**src/rtl/laser_host.sv**
```systemverilog
// laser_host: job sequencer in front of the two-circle laser engine.
// Holds an N_OBJ-entry point pattern, streams it to the engine after a
// reset pulse, waits for the engine's two centres (or gives up after
// TIMEOUT_CYC cycles), then counts how many stored points either circle
// covers and reports the result with a one-cycle VALID pulse.
module laser_host #(
  parameter int N_OBJ       = 40,
  parameter int TIMEOUT_CYC = 4096
) (
  input  logic       CLK,
  input  logic       RST_N,
  input  logic       LD_EN,
  input  logic [5:0] LD_ADDR,
  input  logic [3:0] LD_X,
  input  logic [3:0] LD_Y,
  input  logic       START,
  output logic       BUSY,
  output logic       LASER_RST,
  output logic [3:0] X,
  output logic [3:0] Y,
  input  logic [3:0] C1X,
  input  logic [3:0] C1Y,
  input  logic [3:0] C2X,
  input  logic [3:0] C2Y,
  input  logic       DONE,
  output logic [7:0] RES_C1,
  output logic [7:0] RES_C2,
  output logic [5:0] COVER,
  output logic       VALID,
  output logic       TIMEOUT
);

  // Wait counter only needs to reach TIMEOUT_CYC-1.
  localparam int WCW = (TIMEOUT_CYC > 2) ? $clog2(TIMEOUT_CYC) : 1;
  localparam logic [WCW-1:0] WAIT_LAST = WCW'(TIMEOUT_CYC - 1);
  localparam logic [5:0]     LAST_IDX  = 6'(N_OBJ - 1);

  typedef enum logic [2:0] {
    IDLE,
    KICK,
    SEND,
    WAIT,
    SCORE,
    REPORT
  } state_t;

  state_t         state;
  logic [7:0]     mem [N_OBJ];
  logic [5:0]     idx;
  logic [5:0]     next_idx;
  logic [WCW-1:0] wait_cnt;
  logic [7:0]     score_pt;
  logic           score_hit;

  // Diamond of radius 4 plus the (2,3)/(3,2) corners approximates a circle.
  function automatic logic is_inside(input logic [7:0] pt, input logic [7:0] ctr);
    logic [3:0] dx;
    logic [3:0] dy;
    logic [4:0] sum;
    dx  = (pt[3:0] >= ctr[3:0]) ? (pt[3:0] - ctr[3:0]) : (ctr[3:0] - pt[3:0]);
    dy  = (pt[7:4] >= ctr[7:4]) ? (pt[7:4] - ctr[7:4]) : (ctr[7:4] - pt[7:4]);
    sum = {1'b0, dx} + {1'b0, dy};
    return (sum <= 5'd4) || (dx == 4'd2 && dy == 4'd3) || (dx == 4'd3 && dy == 4'd2);
  endfunction

  // Current scoring candidate and whether either captured circle covers it.
  always_comb begin
    next_idx  = idx + 6'd1;
    score_pt  = mem[idx];
    score_hit = is_inside(score_pt, RES_C1) || is_inside(score_pt, RES_C2);
  end

  // Pattern memory: writable only while idle, including the START cycle.
  always_ff @(posedge CLK or negedge RST_N) begin
    if (!RST_N) begin
      for (int i = 0; i < N_OBJ; i++) mem[i] <= '0;
    end else if (state == IDLE && LD_EN && ({1'b0, LD_ADDR} < 7'(N_OBJ))) begin
      mem[LD_ADDR] <= {LD_Y, LD_X};
    end
  end

  // Job sequencer; every output is a register updated here.
  always_ff @(posedge CLK or negedge RST_N) begin
    if (!RST_N) begin
      state     <= IDLE;
      BUSY      <= 1'b0;
      LASER_RST <= 1'b0;
      X         <= '0;
      Y         <= '0;
      RES_C1    <= '0;
      RES_C2    <= '0;
      COVER     <= '0;
      VALID     <= 1'b0;
      TIMEOUT   <= 1'b0;
      idx       <= '0;
      wait_cnt  <= '0;
    end else begin
      case (state)
        IDLE: begin
          if (START) begin
            state     <= KICK;
            BUSY      <= 1'b1;
            LASER_RST <= 1'b1;
            COVER     <= '0;
          end
        end
        KICK: begin
          LASER_RST <= 1'b0;
          X         <= mem[0][3:0];
          Y         <= mem[0][7:4];
          idx       <= '0;
          state     <= SEND;
        end
        SEND: begin
          if (idx == LAST_IDX) begin
            X        <= '0;
            Y        <= '0;
            wait_cnt <= '0;
            state    <= WAIT;
          end else begin
            idx <= next_idx;
            X   <= mem[next_idx][3:0];
            Y   <= mem[next_idx][7:4];
          end
        end
        WAIT: begin
          if (DONE) begin
            RES_C1 <= {C1Y, C1X};
            RES_C2 <= {C2Y, C2X};
            idx    <= '0;
            state  <= SCORE;
          end else if (wait_cnt == WAIT_LAST) begin
            RES_C1  <= '0;
            RES_C2  <= '0;
            COVER   <= '0;
            TIMEOUT <= 1'b1;
            VALID   <= 1'b1;
            state   <= REPORT;
          end else begin
            wait_cnt <= wait_cnt + WCW'(1);
          end
        end
        SCORE: begin
          if (score_hit) COVER <= COVER + 6'd1;
          if (idx == LAST_IDX) begin
            VALID <= 1'b1;
            state <= REPORT;
          end else begin
            idx <= next_idx;
          end
        end
        REPORT: begin
          VALID   <= 1'b0;
          TIMEOUT <= 1'b0;
          BUSY    <= 1'b0;
          state   <= IDLE;
        end
        default: state <= IDLE;
      endcase
    end
  end

endmodule

```
**config.mk**
```make
export PLATFORM = sky130hd
export DESIGN_NAME = laser_host
export DESIGN_NICKNAME = d
export VERILOG_FILES = /design/src/rtl/laser_host.sv
export SDC_FILE = /design/constraint.sdc
export NUM_CORES = 1
export LEC_CHECK = 0
export CAP_MARGIN = 40
export CELL_PAD_IN_SITES_DETAIL_PLACEMENT = 0
export CELL_PAD_IN_SITES_GLOBAL_PLACEMENT = 1
export CORE_AREA = 2 2 217 219
export DETAILED_ROUTE_END_ITERATION = 7
export DIE_AREA = 0 0 219 221
export MAX_ROUTING_LAYER = met4
export PLACE_DENSITY = 0.85
export SLEW_MARGIN = 0
export SYNTH_ARGS = -nofsm -noshare
export SYNTH_HDL_FRONTEND = slang
export SYNTH_SLANG_ARGS = --single-unit
```
**constraint.sdc**
```tcl
create_clock -name CLK -period 5.3 [get_ports CLK]
set_input_delay 0.795 -clock CLK [delete_from_list [all_inputs] [get_ports CLK]]
set_output_delay 0.795 -clock CLK [all_outputs]
set_load 0.005 [all_outputs]
```
# Word-level counts from Yosys, hierarchy flattened
# Index checks and enable logic that the tools add are counted.
dict set report op_classes {
  order_cmp 11
  n_bitwise 3
  n_eq_ne 25
  mux 46
  n_addsub 13
  reduce_logical 32
}
# op n
set ops {}
lappend ops {{bitwise mux 320 bit} 1}
lappend ops {{binary-select mux 8 bit (select 6 bit)} 2}
lappend ops {{two-way mux 8 bit} 8}
lappend ops {{demux 8 bit (select 6 bit)} 1}
lappend ops {{two-way mux 12 bit} 3}
lappend ops {{two-way mux 6 bit} 6}
lappend ops {{one-hot mux 6 bit (3 select lines)} 2}
lappend ops {{equality test 4 x 2 -> 1 bit (second input constant)} 8}
lappend ops {{subtractor 4 bit} 8}
lappend ops {{two-way mux 4 bit} 6}
lappend ops {{one-hot mux 12 bit (2 select lines)} 1}
lappend ops {{>= comparator 7 bit (second input constant)} 3}
lappend ops {{inverter 6 -> 7 bit} 3}
lappend ops {{!= test 2 bit (second input constant)} 9}
lappend ops {{>= comparator 4 bit} 4}
lappend ops {{one-hot mux 4 bit (2 select lines)} 2}
lappend ops {{two-way mux 3 bit} 5}
lappend ops {{one-hot mux 3 bit (5 select lines)} 1}
lappend ops {{adder 12 x 1 -> 12 bit (second input constant)} 1}
lappend ops {{adder 6 x 1 -> 6 bit (second input constant)} 2}
lappend ops {{equality test 12 bit (second input constant)} 1}
lappend ops {{AND reduction 4 bit} 3}
lappend ops {{nonzero test 2 bit} 6}
lappend ops {{adder 4 x 4 -> 5 bit} 2}
lappend ops {{19 further kinds} 42}
dict set report totals {
  register_bits 375
  output_inout_bits 34
  inputBits 35
  elab_cells 182
}

# Logic depth before layout (Yosys ltp)
dict set report depth {
  ltp_word 13
  mapped_depth 25
  mapped_depth_nobuf 21
}

# Least setup slack after synthesis
# Ideal clock, no wire load.
dict set report synth_path {
  path_kind {register to register}
  start {reg idx[0]}
  end {reg COVER[5]}
  setup_time_ps 90
  t_required_ps 5210
  arrival_time_ps 5651
  n_path_buf 3
  setup_slack_ps -441
  synth_period_minus_slack_ps 5741
  path_stages_with_launch 23
  path_cell_list {dfrtp_1 > buf_4 > buf_2 > buf_1 > mux4_2 > mux4_2 > a22oi_1 > nor2_1 > a21oi_1 > inv_1 > fa_1 > a21oi_1 > o21ai_0 > mux2_2 > inv_1 > fa_1 > inv_1 > o311a_1 > and4b_1 > o311ai_0 > o41ai_2 > or2_4 > o31ai_4}
}
dict set report synth_via {
  elab_chain_cells 13
  elab_cells_between_ends 43
  cone_classes {10 x add/sub; 6 x order compare; 9 x eq/ne; 7 x mux; 1 x bitwise; 10 x reduce/logical}
}
# element line
set synth_lines {}
lappend synth_lines {{start: declaration} 49} ;# logic [5:0] idx;
lappend synth_lines {{start signal: assignment} 121} ;# idx <= next_idx;
lappend synth_lines {{start signal: assignment} 149} ;# idx <= next_idx;
lappend synth_lines {{inverter 6 -> 7 bit (not written as such) *} 69} ;# score_pt = mem[idx];
lappend synth_lines {{binary-select mux 8 bit (select 6 bit) *} 69}
lappend synth_lines {{two-way mux 8 bit (not written as such) * (2 in a row)} 69}
lappend synth_lines {{subtractor 4 bit, or another cell as far along} 60} ;# dx = (pt[3:0] >= ctr[3:0]) ? (pt[3:0] - ctr[3:0]) : (ctr[3:0] - pt[3:0]);
lappend synth_lines {{two-way mux 4 bit, on equally long branches} {60, 61}}
lappend synth_lines {{adder 4 x 4 -> 5 bit / equality test 4 x 2 -> 1 bit (equally long branches)} {62, 63}}
lappend synth_lines {{<= comparator 5 x 3 -> 1 bit / logical AND 1 bit (equally long branches)} 63} ;# return (sum <= 5'd4) || (dx == 4'd2 && dy == 4'd3) || (dx == 4'd3 && dy == 4'd2);
lappend synth_lines {{logical OR 1 bit (2 in a row)} 63}
lappend synth_lines {{logical OR 1 bit *} 70} ;# score_hit = is_inside(score_pt, RES_C1) || is_inside(score_pt, RES_C2);
lappend synth_lines {{!= test 2 bit (no source line) *} --}
lappend synth_lines {{AND reduction 5 bit (no source line) *} --}
lappend synth_lines {{end signal: assignment} 144} ;# if (score_hit) COVER <= COVER + 6'd1;
lappend synth_lines {{end: declaration} 28} ;# output logic [5:0] COVER,
# Mark *: on every way between the ends. The rest lies on a longest branch, timed or not. The select of a mux whose other input is x is not followed.
# A chain may end at the register's enable or synchronous reset.

# Worst setup path after layout
dict set report layout_path {
  start {reg idx[1]}
  end {reg COVER[4]}
}
# The elaborated chain is that of the path after synthesis.

==> results.sh <==
export IMPL_reg2reg_from="idx[1]"
export IMPL_syn_cell_area_um2=21500
export IMPL_ys_seq_area_share_pct=43.6
export IMPL_setup_viol_count_final=5
export IMPL_cts_hold_buf=0
export IMPL_portBuffers=68
export IMPL_setup_slack_ns=-0.167
export IMPL_worst_pin_slew_ns=1.11
export IMPL_hpwl_um=41300
export IMPL_area_delta_synth_final_pct=20.2
export IMPL_avgSynthCellArea_um2=13.3
export IMPL_r2r_end="COVER[4]"
export IMPL_cp_data_required_time_ns=5.79
export IMPL_netlist_instances=1619
export IMPL_status="complete, but fails checks"
export IMPL_slew_headroom_pct=26.2
export IMPL_initial_utilization_pct=46.7
export IMPL_fin_nets=1866
export IMPL_grt_max_degree=115
export IMPL_skew_ns=0.0309
export IMPL_min_path_type="in -> async"
export IMPL_grt_pass1_vias=15700
export IMPL_die_x_um=219
export IMPL_hold_violations=0
export IMPL_synth_cell_type_count=72
export IMPL_design_core_area_um2=46100
export IMPL_cts_max_level=2
export IMPL_clkSinkCount=375
export IMPL_antenna_found_initial=0
export IMPL_boundaryPins=69
export IMPL_p_leak_nw=11.6
export IMPL_synth_edf_count=0
export IMPL_power_density_nw_per_um2=530
export IMPL_synth_fp_nets=1703
export IMPL_cts_tree="yes"
export IMPL_grt_overflow=0
export IMPL_rsz0062_at_grt="true"
export IMPL_cts_path_max_buffers=3
export IMPL_fmax_mhz=183
export IMPL_drcViolationCount=0
export IMPL_place_gp_congestion=0.944
export IMPL_tns_ns=-0.604
export IMPL_diodes=0
export IMPL_row_count=79
export IMPL_track_usage_pct=25.8
export IMPL_async_reset_ff_share_pct=100
export IMPL_die_h_um=221
export IMPL_drv_cap=0
export IMPL_holdWs_ns=0.262
export IMPL_grt_pass1_wl_um=93600
export IMPL_utilization_pct=56.1
export IMPL_fin_crit_sh_pct=103
export IMPL_vias=15200
export IMPL_cp_arrival_ns=5.96
export IMPL_path_class="reg -> reg"
export IMPL_die_area_um2=48400
export IMPL_yosysWarnings=0
export IMPL_drt_initial_drc_count=1207
export IMPL_ys_ff_latch=375
export IMPL_start_kind="flop"
export IMPL_endpoint_kind="flop"
export IMPL_period_minus_slack_ns=5.47
export IMPL_synth_ff_type="dfrtp_1"
export IMPL_violations="negative setup slack"
export IMPL_place_ws_ns=-0.347
export IMPL_worstSkewPairLatency_ns=0.61
export IMPL_drive_gt1_share_pct=46.4
export IMPL_maxSlewViolCount=0
export IMPL_viasPerCell=6.26
export IMPL_max_vdd_ir_drop_mv=0.407
export IMPL_wirelength_um=60200
export IMPL_numCtsBuffers=42
export IMPL_power_mw=13.7
export IMPL_startpoint="idx[1]"
export IMPL_avgRoutedWirePerCell_um=24.9
export IMPL_first_pass_iters=7
export IMPL_clockRootBuffer="clkbuf_16"
export IMPL_crit_fanout=8
export IMPL_drtAntennaViolNets=0
export IMPL_rr_worst_depth=21
export IMPL_path_clk_slew_ns=0.07
export IMPL_rrSetupSlack_ns=-0.17
[worst max path at each step]
stage	endpoint	slack (ns)
6_report	COVER[4]	-0.17
5_1_grt	COVER[4]	-0.36
4_1_cts	COVER[5]	-0.10
3_5_place_dp	COVER[5]	-0.35
3_3_place_gp	COVER[5]	-0.30
2_1_floorplan	COVER[5]	0.02
[stage by stage]
step	area [µm²]	std cells
floorplan	21600	1619
global placement	23800	2318
detailed placement	23800	2322
CTS	25400	2407
global route	25900	2420
finish	25900	2420
[critical path: stages (launching register included)]
cell       delay [ns]
dfrtp_4          0.59
clkbuf_16        0.21
buf_4            0.14
buf_4            0.13
mux4_2           0.30
mux4_2           0.53
a221oi_2         0.32
a21oi_2          0.10
ha_1             0.42
a21oi_2          0.20
buf_4            0.14
mux2_2           0.34
o21a_1           0.22
ha_1             0.29
nor2b_4          0.14
mux2i_1          0.18
nand2_1          0.08
o311ai_2         0.27
o41ai_2          0.08
buf_4            0.18
or2_4            0.29
o31ai_2          0.18
[metal layers]
| metal | wire length (µm) | track usage [%] | up-vias |
|---|---|---|---|
| met5 | 0 | - | - |
| met2 | 29800 | 40.9 | 569 |
| met4 | 2490 | 9.85 | 0 |
| li1 | - | - | 6449 |
| met1 | 24000 | 33.3 | 7983 |
| met3 | 4000 | 4.43 | 155 |
[layout by cell type, fill, tap and decap left out, drive strengths merged, types with 12 or more instances in the layout]
cell,count
a22o,28
and3,13
clkbuf,67
mux4,176
ha,39
dfrtp,375
inv,51
o21ai,47
buf,167
nand3,31
nor2,57
mux2,336
nand2,125
a31oi,20
nand2b,13
a21oi,29
mux2i,14
and2,12
clkdlybuf4s50,66
[cell usage after synthesis (5+ instances only)]
| library cell | instances | area, µm² |
|---|---|---|
| mux2_2 | 334 | 3760 |
| a21o_1 | 10 | 75.1 |
| a21oi_1 | 26 | 130 |
| inv_1 | 51 | 191 |
| o21a_1 | 5 | 37.5 |
| nor3_1 | 9 | 45.0 |
| a311oi_1 | 8 | 70.1 |
| mux2i_1 | 14 | 140 |
| nor2_1 | 57 | 214 |
| ha_1 | 39 | 488 |
| o21ai_0 | 44 | 220 |
| fa_1 | 10 | 200 |
| nor2b_1 | 9 | 56.3 |
| a22o_1 | 28 | 245 |
| a22oi_1 | 6 | 45.0 |
| dfrtp_1 | 375 | 9380 |
| nand2_1 | 125 | 469 |
| nand3_1 | 31 | 155 |
| and2_1 | 10 | 62.6 |
| clkbuf_1 | 75 | 282 |
| mux4_2 | 176 | 3960 |
| nand2b_1 | 13 | 81.3 |
| xnor2_1 | 5 | 43.8 |
| nand4_1 | 5 | 31.3 |
| buf_1 | 6 | 22.5 |
| o211ai_1 | 5 | 37.5 |
| o22ai_1 | 10 | 62.6 |
| and3_1 | 13 | 81.3 |
| buf_2 | 29 | 145 |
| a31oi_1 | 20 | 125 |
[flip-flops by register name, summed over array words and instances, names as in the netlist]
register,count
state,3
TIMEOUT,1
wait_cnt,12
VALID,1
Y,4
LASER_RST,1
mem,320
BUSY,1
RES_C2,8
COVER,6
X,4
idx,6
RES_C1,8
[final cells by class]
type	count	area, µm²
inverter	52	195
sequential	375	9390
multi-input combinational	1077	11900
clock inverter	9	100
clock buffer	66	1280
tap	607	759
fill	3683	20200
timing repair buffer	234	2230
[kinds of logic (layout without fill, tap and decap cells)]
group	after synthesis	count (layout)	share of synthesized area, %
AOI/OAI and AO/OA	193	193	6.29
xor gates and xnor gates	10	10	0.471
adders and majority gates	49	49	3.20
buffers and inverters	167	361	3.16
DFF	375	375	43.6
muxes	526	526	36.7
and+or+nand+nor	299	299	6.58
[what timing repair did]
item / in CTS / in global routing
setup endpoints to repair: 6 / 6
pin swaps: 6 / 38
gates cloned: 2 / 1
setup buffers: 8 / 13
gates resized for setup: 31 / 75
[power by group]
part / internal [mW] / switching (mW)
registers: 3.21 / 0.444
logic: 3.66 / 3.48
clock network: 1.67 / 1.23
No activity file was read; power rests on OpenSTA's default activity.
